### src/rtl/key_pkg.sv
// key_pkg: scancodes, decoded command set and repeat-FSM states shared by
// the cursor controller and its scancode decoder.
package key_pkg;

  localparam logic [7:0] SC_NONE    = 8'h00;
  localparam logic [7:0] SC_UP_A    = 8'h1D;
  localparam logic [7:0] SC_UP_B    = 8'h43;
  localparam logic [7:0] SC_DOWN_A  = 8'h1B;
  localparam logic [7:0] SC_DOWN_B  = 8'h42;
  localparam logic [7:0] SC_LEFT_A  = 8'h1C;
  localparam logic [7:0] SC_LEFT_B  = 8'h33;
  localparam logic [7:0] SC_RIGHT_A = 8'h23;
  localparam logic [7:0] SC_RIGHT_B = 8'h4B;
  localparam logic [7:0] SC_SEL     = 8'h29;
  localparam logic [7:0] SC_ALT     = 8'h34;

  typedef enum logic [2:0] {
    CMD_NONE  = 3'd0,
    CMD_UP    = 3'd1,
    CMD_DOWN  = 3'd2,
    CMD_LEFT  = 3'd3,
    CMD_RIGHT = 3'd4,
    CMD_SEL   = 3'd5,
    CMD_ALT   = 3'd6
  } cmd_t;

  typedef enum logic [1:0] {
    ST_IDLE   = 2'd0,
    ST_DELAY  = 2'd1,
    ST_REPEAT = 2'd2
  } rep_state_t;

  function automatic logic cmd_is_dir(input cmd_t c);
    logic r;
    case (c)
      CMD_UP, CMD_DOWN, CMD_LEFT, CMD_RIGHT: r = 1'b1;
      default:                               r = 1'b0;
    endcase
    return r;
  endfunction

endpackage

### src/rtl/key_cmd_decode.sv
// key_cmd_decode: purely combinational scancode to command translation.
module key_cmd_decode
  import key_pkg::*;
(
  input  logic [7:0] code,
  output cmd_t       cmd
);

  // Two scancodes per direction so both keypad and letter clusters steer.
  always_comb begin
    cmd = CMD_NONE;
    case (code)
      SC_UP_A,    SC_UP_B:    cmd = CMD_UP;
      SC_DOWN_A,  SC_DOWN_B:  cmd = CMD_DOWN;
      SC_LEFT_A,  SC_LEFT_B:  cmd = CMD_LEFT;
      SC_RIGHT_A, SC_RIGHT_B: cmd = CMD_RIGHT;
      SC_SEL:                 cmd = CMD_SEL;
      SC_ALT:                 cmd = CMD_ALT;
      default:                cmd = CMD_NONE;
    endcase
  end

endmodule

### src/rtl/key_cursor_ctrl.sv
// key_cursor_ctrl: PS/2 key events drive a grid cursor plus select/alt pulses.
// Build option: define KEY_REPEAT_EN to compile in hold-to-auto-repeat.
module key_cursor_ctrl
  import key_pkg::*;
#(
  parameter int COLS          = 8,
  parameter int ROWS          = 8,
  parameter int WRAP          = 1,
  parameter int REPEAT_DELAY  = 25_000_000,
  parameter int REPEAT_PERIOD = 5_000_000
) (
  input  logic                    clk,
  input  logic                    rstn,
  input  logic [10:0]             key_event,
  input  logic                    lock,
  output logic [$clog2(COLS)-1:0] cursor_x,
  output logic [$clog2(ROWS)-1:0] cursor_y,
  output logic                    sel_pulse,
  output logic                    alt_pulse,
  output logic                    move_pulse
);

  localparam int XW = $clog2(COLS);
  localparam int YW = $clog2(ROWS);

  logic            ev_valid_s;
  logic            ev_break_s;
  logic [7:0]      ev_code_s;
  logic            make_s;
  logic            brk_s;
  cmd_t            cmd_s;
  logic            is_dir_s;
  logic            rep_fire_s;
  cmd_t            rep_cmd_s;
  cmd_t            mv_cmd_s;
  logic [XW-1:0]   x_nx_s;
  logic [YW-1:0]   y_nx_s;
  logic            unused_ok_s;

  logic [7:0]      held_code_d, held_code_q;
  logic [XW-1:0]   x_d, x_q;
  logic [YW-1:0]   y_d, y_q;
  logic            sel_d, sel_q;
  logic            alt_d, alt_q;
  logic            move_d, move_q;

  assign ev_valid_s  = key_event[10];
  assign ev_break_s  = key_event[8];
  assign ev_code_s   = key_event[7:0];
  // The receiver holds its last event, so a make counts only when it differs from the held key.
  assign make_s      = ev_valid_s & ~ev_break_s & (ev_code_s != held_code_q);
  assign brk_s       = ev_valid_s &  ev_break_s & (ev_code_s == held_code_q);
  assign is_dir_s    = cmd_is_dir(cmd_s);
  assign unused_ok_s = ^{key_event[9], REPEAT_DELAY[0], REPEAT_PERIOD[0]};

  key_cmd_decode u_decode (
    .code (ev_code_s),
    .cmd  (cmd_s)
  );

  // Widened to 5 bits so n-1 never overflows for any legal grid size.
  function automatic logic [4:0] step(input logic [4:0] v, input logic [4:0] n,
                                      input logic inc);
    logic [4:0] r;
    if (inc) begin
      if (v == n - 5'd1) r = (WRAP != 0) ? 5'd0 : v;
      else               r = v + 5'd1;
    end else begin
      if (v == 5'd0)     r = (WRAP != 0) ? n - 5'd1 : v;
      else               r = v - 5'd1;
    end
    return r;
  endfunction

`ifdef KEY_REPEAT_EN
  localparam int MAXC = (REPEAT_DELAY > REPEAT_PERIOD) ? REPEAT_DELAY : REPEAT_PERIOD;
  localparam int CW   = (MAXC > 1) ? $clog2(MAXC) : 1;
  localparam logic [CW-1:0] DLY_LAST = CW'(REPEAT_DELAY - 1);
  localparam logic [CW-1:0] PER_LAST = CW'(REPEAT_PERIOD - 1);

  rep_state_t    state_q;
  logic [CW-1:0] cnt_q;
  cmd_t          rep_dir_q;

  // A repeat fires on counter expiry unless lock, a break or a new make claims this cycle.
  always_comb begin
    rep_fire_s = 1'b0;
    rep_cmd_s  = rep_dir_q;
    if (lock || brk_s || make_s) begin
      rep_fire_s = 1'b0;
    end else begin
      case (state_q)
        ST_DELAY:  rep_fire_s = (cnt_q == DLY_LAST);
        ST_REPEAT: rep_fire_s = (cnt_q == PER_LAST);
        default:   rep_fire_s = 1'b0;
      endcase
    end
  end

  // Repeat FSM: the counter restarts on every state transition.
  always_ff @(posedge clk or negedge rstn) begin
    if (!rstn) begin
      state_q   <= ST_IDLE;
      cnt_q     <= '0;
      rep_dir_q <= CMD_NONE;
    end else if (lock || brk_s) begin
      state_q <= ST_IDLE;
      cnt_q   <= '0;
    end else if (make_s) begin
      cnt_q <= '0;
      if (is_dir_s) begin
        state_q   <= ST_DELAY;
        rep_dir_q <= cmd_s;
      end else begin
        state_q <= ST_IDLE;
      end
    end else begin
      case (state_q)
        ST_DELAY: begin
          if (cnt_q == DLY_LAST) begin
            state_q <= ST_REPEAT;
            cnt_q   <= '0;
          end else begin
            cnt_q <= cnt_q + 1'b1;
          end
        end
        ST_REPEAT: begin
          if (cnt_q == PER_LAST) cnt_q <= '0;
          else                   cnt_q <= cnt_q + 1'b1;
        end
        default: begin
          state_q <= ST_IDLE;
          cnt_q   <= '0;
        end
      endcase
    end
  end
`else
  assign rep_fire_s = 1'b0;
  assign rep_cmd_s  = CMD_NONE;
`endif

  // Next-state for held key, cursor and the three pulses.
  always_comb begin
    if (make_s)     held_code_d = ev_code_s;
    else if (brk_s) held_code_d = SC_NONE;
    else            held_code_d = held_code_q;

    if (make_s && !lock && is_dir_s) mv_cmd_s = cmd_s;
    else if (rep_fire_s)             mv_cmd_s = rep_cmd_s;
    else                             mv_cmd_s = CMD_NONE;

    x_nx_s = x_q;
    y_nx_s = y_q;
    case (mv_cmd_s)
      CMD_UP:    y_nx_s = YW'(step(5'(y_q), 5'(ROWS), 1'b0));
      CMD_DOWN:  y_nx_s = YW'(step(5'(y_q), 5'(ROWS), 1'b1));
      CMD_LEFT:  x_nx_s = XW'(step(5'(x_q), 5'(COLS), 1'b0));
      CMD_RIGHT: x_nx_s = XW'(step(5'(x_q), 5'(COLS), 1'b1));
      default: begin
        x_nx_s = x_q;
        y_nx_s = y_q;
      end
    endcase

    x_d    = x_nx_s;
    y_d    = y_nx_s;
    move_d = (x_nx_s != x_q) || (y_nx_s != y_q);
    sel_d  = make_s && !lock && (cmd_s == CMD_SEL);
    alt_d  = make_s && !lock && (cmd_s == CMD_ALT);
  end

  // State and output registers.
  always_ff @(posedge clk or negedge rstn) begin
    if (!rstn) begin
      held_code_q <= SC_NONE;
      x_q         <= '0;
      y_q         <= '0;
      sel_q       <= 1'b0;
      alt_q       <= 1'b0;
      move_q      <= 1'b0;
    end else begin
      held_code_q <= held_code_d;
      x_q         <= x_d;
      y_q         <= y_d;
      sel_q       <= sel_d;
      alt_q       <= alt_d;
      move_q      <= move_d;
    end
  end

  assign cursor_x   = x_q;
  assign cursor_y   = y_q;
  assign sel_pulse  = sel_q;
  assign alt_pulse  = alt_q;
  assign move_pulse = move_q;

endmodule

### config.mk
export PLATFORM = sky130hd
export DESIGN_NAME = key_cursor_ctrl
export DESIGN_NICKNAME = d
export VERILOG_FILES = /design/src/rtl/key_pkg.sv /design/src/rtl/key_cmd_decode.sv /design/src/rtl/key_cursor_ctrl.sv
export SDC_FILE = /design/constraint.sdc
export NUM_CORES = 1
export LEC_CHECK = 0
export CAP_MARGIN = 20
export CELL_PAD_IN_SITES_DETAIL_PLACEMENT = 1
export CELL_PAD_IN_SITES_GLOBAL_PLACEMENT = 1
export CORE_MARGIN = 4
export CORE_UTILIZATION = 28
export CTS_CLUSTER_DIAMETER = 80
export DETAILED_ROUTE_END_ITERATION = 8
export GPL_TIMING_DRIVEN = 0
export PLACE_DENSITY_LB_ADDON = 0.1
export SKIP_LAST_GASP = 1
export SLEW_MARGIN = 20
export SYNTH_ARGS = -nofsm -noshare
export SYNTH_HDL_FRONTEND = slang
export SYNTH_SLANG_ARGS = --single-unit
### constraint.sdc
create_clock -name clk -period 2.42 [get_ports clk]
set_input_delay 0.484 -clock clk [delete_from_list [all_inputs] [get_ports clk]]
set_output_delay 0.484 -clock clk [all_outputs]
set_load 0.005 [all_outputs]
==> impl_results.md <==
- Status: finished clean
- Hold crit path type: input port to flip-flop
- Cell Rows: 25
- Arrival time at the worst endpoint: 2.50 ns
- Syn-to-layout area delta: 29.7%
- Critical Path Fanout Max: 6
- Final nets: 203
- CTS Buffer Depth: 2
- CTS Buf Count: 3
- Clk slew on worst S/H paths: about 0.07 ns
- # Max-Cap Violations: 0
- Port bufs: 16
- Gate power share: 27.8%
- Hold Crit Endpoint: held_code_q[1]
- Worst Setup End Kind: flip-flop
- DIE AREA: around 6000 um2
- Pleak: 0.726 nW
- DP HPWL: 2850 um
- Ant diodes: 0
- Multiplexer share of the synthesized area: 0%
- Clk_lat worst skew: ~0.25 ns
- Synth Area in Simple Gates: 27.1%
- Fmax achieved: approximately 420 MHz
- Drt first pass iters: 4
- Worst setup SP type: input port
- Tmin final: ~2.4 ns
- Wirelength, routed: ~3800 um
- Final instance area: ~1800 um2
- Final period utilization: between 90% and 100%
- Root buffer cell: clkbuf_8
- Power Internal: between 0.5 and 0.6 mW
- Synth Area in Compound Gates: a little over a fifth
- Initial DRC Count: 27
- Io pins: 23
- Vias in the first global route: about 1.4k
- Setup slack at placement: -0.705 ns
- Routed wire per std cell: 15.2 um
- VDD IR-drop max: approximately 190 uV
- Largest family of logic cells by synthesized area: simple AND/OR/NAND/NOR gates
- Post-synthesis sequential area ratio: a little under a third
- Synth Register Bits: 17
- Critical R2R Launch: cursor_y[0]
- DP Area: approximately 1600 um2
- Post-synthesis xor/xnor area fraction: under 10%
- Hold Path Cell Cnt: 2
- Htree depth: 1
- Pins Over Slew Limit: 0
- Vias: approximately 1.3k
- NetSw: 0.228 mW
- # setup viols final: 0
- Worst r2r dst: move_pulse
- Hold Crit Start: key_event[1]
- P per Cell Area: 429 nW/um2
- Core area: between 4000 and 5000 um2
- Commonest non-fill, non-tap cell in the layout: dfrtp_1
- Initial Util: between 20% and 30%
- Global-route wire length before repair: between 6000 and 7000 um
- Die Wd: about 78 um
- Worst Path Required: ~2.6 ns
- GR Overflow Total: 0
- Most frequent cells in the layout: dfrtp_1, nor2_1, clkdlybuf4s50_1
- Sequential Power Share: approximately 45%
- RSZ-0062 raised after global routing: yes
- DRC violations left: 0
- Yosys cell types: 48
- Synthesized area: between 1000 and 1500 um2
- Worst-case reg-to-reg path depth: 6
- Largest net degree at the start of global routing: 18
- Clk sinks: 17
- Slew margin rel.: 47.3%
- Global-route total usage across every layer: 13.1%
- Yosys warns: 0
- Worst Tran Pin Value: between 0.7 and 0.8 ns
- Number of failing hold endpoints at the final stage: 0
- Setup CP Type: input port to flip-flop
- Switching Share: between 20% and 30%
- # hold bufs at CTS: 0
- Synth Area in Adders: between 7 and 8%
- Initial antenna violation count: 0
- Worst setup margin: between 0.05 and 0.06 ns
- Final antenna-violating net count: 0
- Clock share of power: between 20% and 30%
- Post-Syn Instances: 155
- Reg-to-reg slack, setup: approximately 0.30 ns
- Clk_skew: approximately 0.003 ns
- CTS tree: yes
- Gpl congestion: 0.718
- Number of vias per cell: 5.09
- Average cell area after synthesis: slightly below 9 um2
- Share of layout cells above drive strength 1: around a fifth
- Die height: about 78 um
- Net Count, Synth: around 180
==> cell type report <==
class                   count  area (um2)
well taps                  67        83.8
multi-input cells         122         936
clock buffers               4        45.0
inverters                   8        30.0
fillers                   555        2950
repair buffers             23         211
flip-flops and latches     17         425
plain buffers               6        46.3
==> worst max-delay path by stage <==
stage                       startpoint     endpoint  cells after the start
after floorplan           key_event[1]  cursor_x[2]                      8
after detailed placement  key_event[6]  cursor_x[0]                      8
final                     key_event[3]   move_pulse                     10
after CTS                 key_event[3]  cursor_x[0]                      9
after global routing      key_event[3]  cursor_x[0]                      8
after global placement    key_event[5]   move_pulse                      7
==> flip-flops by register name, indices dropped and copies added (netlist names) <==
signal       cells
alt_pulse        1
cursor_y         3
cursor_x         3
move_pulse       1
sel_pulse        1
held_code_q      8
==> synthesized netlist by cell type, drive strengths merged <==
master	count	area share [%]
dfrtp	17	31
nor2	16	4.4
nand2b	9	4.1
xnor2	9	5.7
a22o	8	5.1
ha	8	7.3
inv	8	2.2
nand2	8	2.2
o21ai	7	2.6
buf	6	2.4
a21oi	5	1.8
nand3	4	1.5
nand4	4	1.8
and4bb	3	2.7
nor4	3	1.4
xor2	3	1.9
a21o	2	1.1
a31oi	2	2.0
a41oi	2	1.3
clkbuf	2	0.64
nor2b	2	0.91
nor3	2	0.73
o21a	2	1.1
o221ai	2	1.7
o32ai	2	1.3
or3	2	0.91
or4	2	1.4
a211o	1	0.64
a211oi	1	0.55
a221o	1	0.73
and2b	1	0.55
and3	1	0.46
nand3b	1	0.55
nor3b	1	0.55
nor4b	1	0.64
o311ai	1	0.64
o31ai	1	0.55
o41ai	1	0.64
or2	1	0.46
or2b	1	0.55
or3b	1	0.64
or4b	1	0.73
==> stage by stage <==
| stage | hold WS [ns] | setup TNS (ns) | power [mW] | utilization [%] | instances |
|---|---|---|---|---|---|
| 2_1_floorplan | 0.188 | -0.00503 | 0.470 | - | 155 |
| 3_3_place_gp | 0.503 | -4.33 | 0.542 | 34.8 | 238 |
| 3_5_place_dp | 0.508 | -4.45 | 0.547 | 34.8 | 238 |
| 4_1_cts | 0.505 | 0 | 0.773 | 37.7 | 249 |
| 5_1_grt | 0.510 | -0.0521 | 0.818 | 37.6 | 247 |
| 6_report | 0.511 | 0 | 0.762 | 37.6 | 247 |
==> critical path, stage by stage <==
cell and delay [ns]:
dlygate4sd2_1 0.26, buf_6 0.13, buf_4 0.12, and4bb_2 0.22, o21ai_2 0.17, buf_4 0.16, a21oi_4 0.08, o41ai_1 0.44
a41oi_1 0.19, a211o_1 0.25
==> repair_timing <==
action                     CTS  global route
setup endpoints to repair    7             3
hold endpoints to repair     0             0
setup buffers                6             0
pin swaps                    3             1
cloned                       1             0
gates resized for setup     17             2
==> power groups by stage <==
stage	registers [mW]	logic (mW)	clock network, mW
finish	0.341	0.212	0.209
global route	0.345	0.237	0.235
CTS	0.340	0.212	0.220
detailed placement	0.345	0.202	0
global placement	0.344	0.198	0
floorplan	0.340	0.131	0
==> logic make-up after synthesis <==
group | Yosys count
flip-flops | 17
buffers and inverters | 16
AND/OR/NAND/NOR | 64
adder cells (fa/ha/maj) | 8
XOR/XNOR | 12
AO/OA/AOI/OAI | 38
==> routing by layer <==
layer	part of all wire, %	up-vias	track usage (%)
met5	0	-	0
met4	0.37	0	1.57
met3	3.3	2	3.36
met2	53	16	24.4
met1	43	620	15.3
li1	-	618	-
Power figures use the tool's default switching activity.
==> RTL edit 1 (same flow settings) <==
The output `sel_pulse` loses its register stage (`sel_q` becomes a continuous assignment).
--- a/src/rtl/key_cursor_ctrl.sv
+++ b/src/rtl/key_cursor_ctrl.sv
@@ -177,5 +177,4 @@
       x_q         <= '0;
       y_q         <= '0;
-      sel_q       <= 1'b0;
       alt_q       <= 1'b0;
       move_q      <= 1'b0;
@@ -184,9 +183,10 @@
       x_q         <= x_d;
       y_q         <= y_d;
-      sel_q       <= sel_d;
       alt_q       <= alt_d;
       move_q      <= move_d;
     end
   end
+
+  assign sel_q = sel_d;
 
   assign cursor_x   = x_q;
Formal check against the unedited RTL: not equivalent (Yosys sat finds a counterexample within 4 cycles, from zero or initial values and one cycle with rstn low).
==> RTL edit 1 against the unedited design <==
Combinational power rose by 2%; sequential cell count fell by 1; total power down 3.2%; critical path depth down 2; setup slack got worse by 0.032 ns; wire length is 2.8% lower; sequential power down 5%; synthesized area decreased by 1.8%; first-iteration DRC count increased by 100%; final area shrank 2.9%; largest power group unchanged.
==> RTL edit 1: results (changes against the unedited design) <==
| Metric | Value |
|---|---|
| First-pass GRT wire length | 6380 µm (was 6570 µm) |
| Mapped Nets | 176 (was 177) |
| Antenna violations before repair | 0 (unchanged) |
| Clk buf depth | 2 (unchanged) |
| Routed length on met1 | 1670 µm (was 1620 µm) |
| I/O Buffers | 16 (unchanged) |
| Nets | 204 (was 203) |
| Commonest cells in the netlist | dfrtp_1, nor2_1, nand2b_1, xnor2_1 (unchanged) |
| Yosys warns | 0 (unchanged) |
| GRT Total Usage | 0.129 (was 0.131) |
| RR Startpoint | cursor_y[0]$_DFF_PN0_ (unchanged) |
| Grt met2 use | 0.227 (was 0.244) |
| Wire per inst | 15.8 µm (was 15.2 µm) |
| Met2 routed WL | 1840 µm (was 2000 µm) |
| Crit path from | key_event[3] (unchanged) |
| Htree depth | 1 (unchanged) |
| Worst-skew pair later-pin latency | 0.25 ns (about the same) |
| Yosys cell types | 48 (unchanged) |
| Hpwl dp | 2800 µm (was 2850 µm) |
| Lkg Pwr | 0.723 nW (was 0.726 nW) |
| CP Max Fanout | 6 (unchanged) |
| Diode count | 0 (unchanged) |
| Pin count of the biggest net entering global routing | 17 (was 18) |
| Mux share of post-synthesis cell area | 0 (unchanged) |
| DR top layer | met4 (unchanged) |
| CTS buffer count | 3 (unchanged) |
| Clock transition at path regs | 0.06 ns |
| R2R setup slack | 0.38 ns (was 0.30 ns) |
| GR Layer Usage met3 | 0.0347 (was 0.0336) |
| VDD IR-drop max | 0.000247 V (was 0.000185 V) |
| Compound-Gate Fraction of Synth Area | 0.221 (was 0.217) |
| Period utilization | 0.992 (was 0.979) |
| Worst Max-Slew Pin Slew | 0.752 ns (was 0.788 ns) |
| Critical path's largest stage delay | between 0.4 and 0.5 ns |
| Post-synthesis adder-cell area fraction | 0.0743 (was 0.0730) |
| Slowest stage cell on the critical path | or4_4 (was o41ai_1) |
| Pre-antenna DRT Iters | 4 (unchanged) |
| Share of cells above drive strength 1 | 0.194 (unchanged) |
| Num rows | 24 (was 25) |
| Via count | 1252 (was 1256) |
| Met3 wire len | 133 µm (was 123 µm) |
| Hold path startpoint | key_event[6] (was key_event[1]) |
| CP top delay family | simple AND/OR/NAND/NOR gates (was compound AO/OA/AOI/OAI gates) |
| Fraction of registers with async set or reset after synthesis | 1.00 (unchanged) |
| Ranking of synthesized cells by area | dfrtp_1, ha_1, xnor2_1 (unchanged) |
| Data arrival, critical path | 1.92 ns (was 2.50 ns) |
| Pre-CTS WS | -0.986 ns (was -0.705 ns) |
| M1 GR Usage | 0.166 (was 0.153) |
| Clock root buffer | clkbuf_8 (unchanged) |
| Skew final | 0.00911 ns (was 0.00307 ns) |
| XOR/XNOR share of the synthesized area | 0.0781 (was 0.0766) |
| DR iter-0 viols | 55 (was 27) |
| Hold WC Path Type | in -> reg (unchanged) |
| Status | completed (unchanged) |
| Sequential share of the synthesized area | 0.297 (was 0.310) |
| Gpl congestion | 0.772 (was 0.718) |
-- RTL edit 1: cell types whose count changed in the layout (fill, tap and decap cells not counted), sizes merged --
cell           change
clkdlybuf4s15      -2
buf                +5
clkdlybuf4s50      -1
dfrtp              -1
dlygate4sd2        -1
-- RTL edit 1: metrics by stage --
| stage | area [µm²] | instances | hold WS (ns) |
|---|---|---|---|
| floorplan | 1370 | 154 | 0.188 |
| global placement | 1600 | 222 | 0.502 |
| detailed placement | 1600 | 222 | 0.506 |
| CTS | 1690 | 230 | 0.525 |
| global route | 1730 | 232 | 0.471 |
| finish | 1730 | 232 | 0.483 |
-- RTL edit 1: layout make-up --
type / count / area, µm²
Sequential cell: 16 / 400
Buffer: 8 / 63.8
Multi-Input combinational cell: 122 / 915
Tap cell: 52 / 65.1
Fill cell: 557 / 2780
Inverter: 8 / 30.0
Clock buffer: 3 / 41.3
Timing Repair Buffer: 23 / 211
-- RTL edit 1: report_power, final --
part           internal (W)  switching, W  leakage (nW)
Clock              0.000110     0.0000875        0.0216
Combinational      0.000111      0.000106         0.498
Sequential         0.000295     0.0000281         0.204
Total              0.000516      0.000221         0.723
-- RTL edit 1: worst paths after layout --
kind                                         endpoint  cells after the start
min in group asynchronous       cursor_x[0]$_DFF_PN0_                      1
setup reg to reg                 move_pulse$_DFF_PN0_                      6
setup / recovery                            sel_pulse                      8
hold reg to reg            held_code_q[5]$_DFFE_PN0P_                      1
hold / removal             held_code_q[6]$_DFFE_PN0P_                      2
max in group asynchronous  held_code_q[6]$_DFFE_PN0P_                      1
-- RTL edit 1: what timing repair did --
| item | in CTS | in global routing |
|---|---|---|
| setup endpoints to repair | 8 | 6 |
| resized for setup | 24 | 11 |
| pin swaps | 3 | 3 |
| setup buffers | 5 | 2 |
==> RTL edit 2 (same settings) <==
Made on the original files. The parameter `WRAP` goes from 1 to 0.
--- a/src/rtl/key_cursor_ctrl.sv
+++ b/src/rtl/key_cursor_ctrl.sv
@@ -6,5 +6,5 @@
   parameter int COLS          = 8,
   parameter int ROWS          = 8,
-  parameter int WRAP          = 1,
+  parameter int WRAP          = 0,
   parameter int REPEAT_DELAY  = 25_000_000,
   parameter int REPEAT_PERIOD = 5_000_000
Formal check against the unedited RTL: not equivalent (Yosys sat finds a counterexample within 4 cycles, from zero or initial values and one cycle with rstn low).
==> RTL edit 2 against the unedited design <==
Combinational power fell by 17%; clock skew rose by 0.0024 ns; final area fell by 8.7%; synthesized area fell by 9.9%; core utilization rose by 1.5 points; total power fell by 5.6%; fmax rose by 0.51%; sequential cell count did not move; non-clock buffer count fell by 1; critical path type unchanged; wire length fell by 9.3%; final cell count fell by 18%; global-route usage rose by 0.57 points; setup slack improved by 0.012 ns.
==> RTL edit 2: results (changes against the unedited design) <==
| Metric | Value |
|---|---|
| Met3 wire len | 114 µm (was 123 µm) |
| Grt met2 use | 0.235 (was 0.244) |
| Number of fill cells | 488 (was 555) |
| CP Max Fanout | 8 (was 6) |
| Worst r2r dst | cursor_y[1]$_DFF_PN0_ (was move_pulse$_DFF_PN0_) |
| Ranking of synthesized cells by area | dfrtp_1, xnor2_1, a22o_1 (was dfrtp_1, ha_1, xnor2_1) |
| VDD IR-drop max | 0.000218 V (was 0.000185 V) |
| Share of cells above drive strength 1 | 0.190 (was 0.194) |
| M1 GR Usage | 0.168 (was 0.153) |
| Fin Hold WS | 0.507 ns (was 0.511 ns) |
| RR Startpoint | held_code_q[2]$_DFFE_PN0P_ (was cursor_y[0]$_DFF_PN0_) |
| Hold EP | held_code_q[5]$_DFFE_PN0P_ (was held_code_q[1]$_DFFE_PN0P_) |
| Routed length on met1 | 1550 µm (was 1620 µm) |
| Hpwl dp | 2580 µm (was 2850 µm) |
| Met2 routed WL | 1730 µm (was 2000 µm) |
| Slowest stage cell on the critical path | or4b_4 (was o41ai_1) |
| Critical path's largest stage delay | 0.54 ns (was 0.44 ns) |
| GRT Total Usage | 0.136 (was 0.131) |
| Hold WC Path Type | in -> reg (unchanged) |
| I/O Buffers | 18 (was 16) |
| Nets | 174 (was 203) |
| Skew final | 0.00548 ns (was 0.00307 ns) |
| DR iter-0 viols | 34 (was 27) |
| Pre-CTS WS | -0.665 ns (was -0.705 ns) |
| Status | completed (unchanged) |
| Clock transition at path regs | 0.07 ns (about the same) |
| Yosys cell types | 42 (was 48) |
| Commonest cells in the netlist | dfrtp_1, xnor2_1, inv_1, nand2_1, a22o_1 (was dfrtp_1, nor2_1, nand2b_1, xnor2_1) |
| Instance area at placement | 0.00148 mm² (was 0.00164 mm²) |
| First-pass GRT wire length | 5710 µm (was 6570 µm) |
| Wire per inst | 16.8 µm (was 15.2 µm) |
| Number of global-route vias before repair | 1169 (was 1401) |
| Worst Max-Slew Pin Slew | 0.826 ns (was 0.788 ns) |
| R2R setup slack | 0.58 ns (was 0.30 ns) |
| Data arrival, critical path | 2.49 ns (was 2.50 ns) |
| Via count | 1088 (was 1256) |
| Hold path startpoint | key_event[5] (was key_event[1]) |
| Gpl congestion | 0.756 (was 0.718) |
| Mapped Nets | 148 (was 177) |
| Pin count of the biggest net entering global routing | 18 (unchanged) |
| GR Layer Usage met3 | 0.0338 (was 0.0336) |
| Lkg Pwr | 0.662 nW (was 0.726 nW) |
| Sequential share of the synthesized area | 0.344 (was 0.310) |
## RTL edit 2: cell type report
type | count | share of cell area
plain buffers | 7 | 0.0339
clock buffers | 3 | 0.0254
clock inverters | 1 | 0.00308
inverters | 10 | 0.0231
multi-input cells | 94 | 0.489
flip-flops and latches | 17 | 0.262
well taps | 50 | 0.0385
repair buffers | 21 | 0.125
## RTL edit 2: kinds of logic (layout without fill, tap and decap cells)
group	count (synthesis)	count (layout)	synth area share
adders and majority gates	6	6	0.0608
xor gates and xnor gates	11	11	0.0780
AOI/OAI and AO/OA	31	31	0.209
muxes	1	1	0.00811
DFF	17	17	0.344
buffers and inverters	17	42	0.0618
and+or+nand+nor	45	45	0.238
## RTL edit 2: timing repair
item                       CTS  global route
gates resized for setup      9            18
setup endpoints to repair    6             6
buffers inserted             0             3
pin swaps                    2             9
## RTL edit 2: worst max path at each step
stage	startpoint	to	slack (ns)	cells after the start
after global placement	key_event[6]	cursor_x[0]$_DFF_PN0_	-0.56	8
after CTS	key_event[3]	cursor_x[0]$_DFF_PN0_	-0.01	8
after detailed placement	key_event[6]	cursor_x[0]$_DFF_PN0_	-0.66	8
after floorplan	key_event[5]	cursor_x[1]$_DFF_PN0_	0.13	7
after global routing	key_event[0]	cursor_x[1]$_DFF_PN0_	0.008	8
final	key_event[0]	cursor_x[1]$_DFF_PN0_	0.06	8
## RTL edit 2: power by group
part           switching [W]  total (W)  leakage, nW  internal (W)
Sequential         0.0000189   0.000326        0.220      0.000307
Combinational      0.0000871   0.000176        0.417     0.0000888
Clock               0.000103   0.000217       0.0255      0.000114
## RTL edit 2: metrics by stage
step	cells	util
after floorplan	128	-
after global placement	196	0.357
after detailed placement	196	0.357
after CTS	200	0.373
after global routing	203	0.392
final	203	0.392
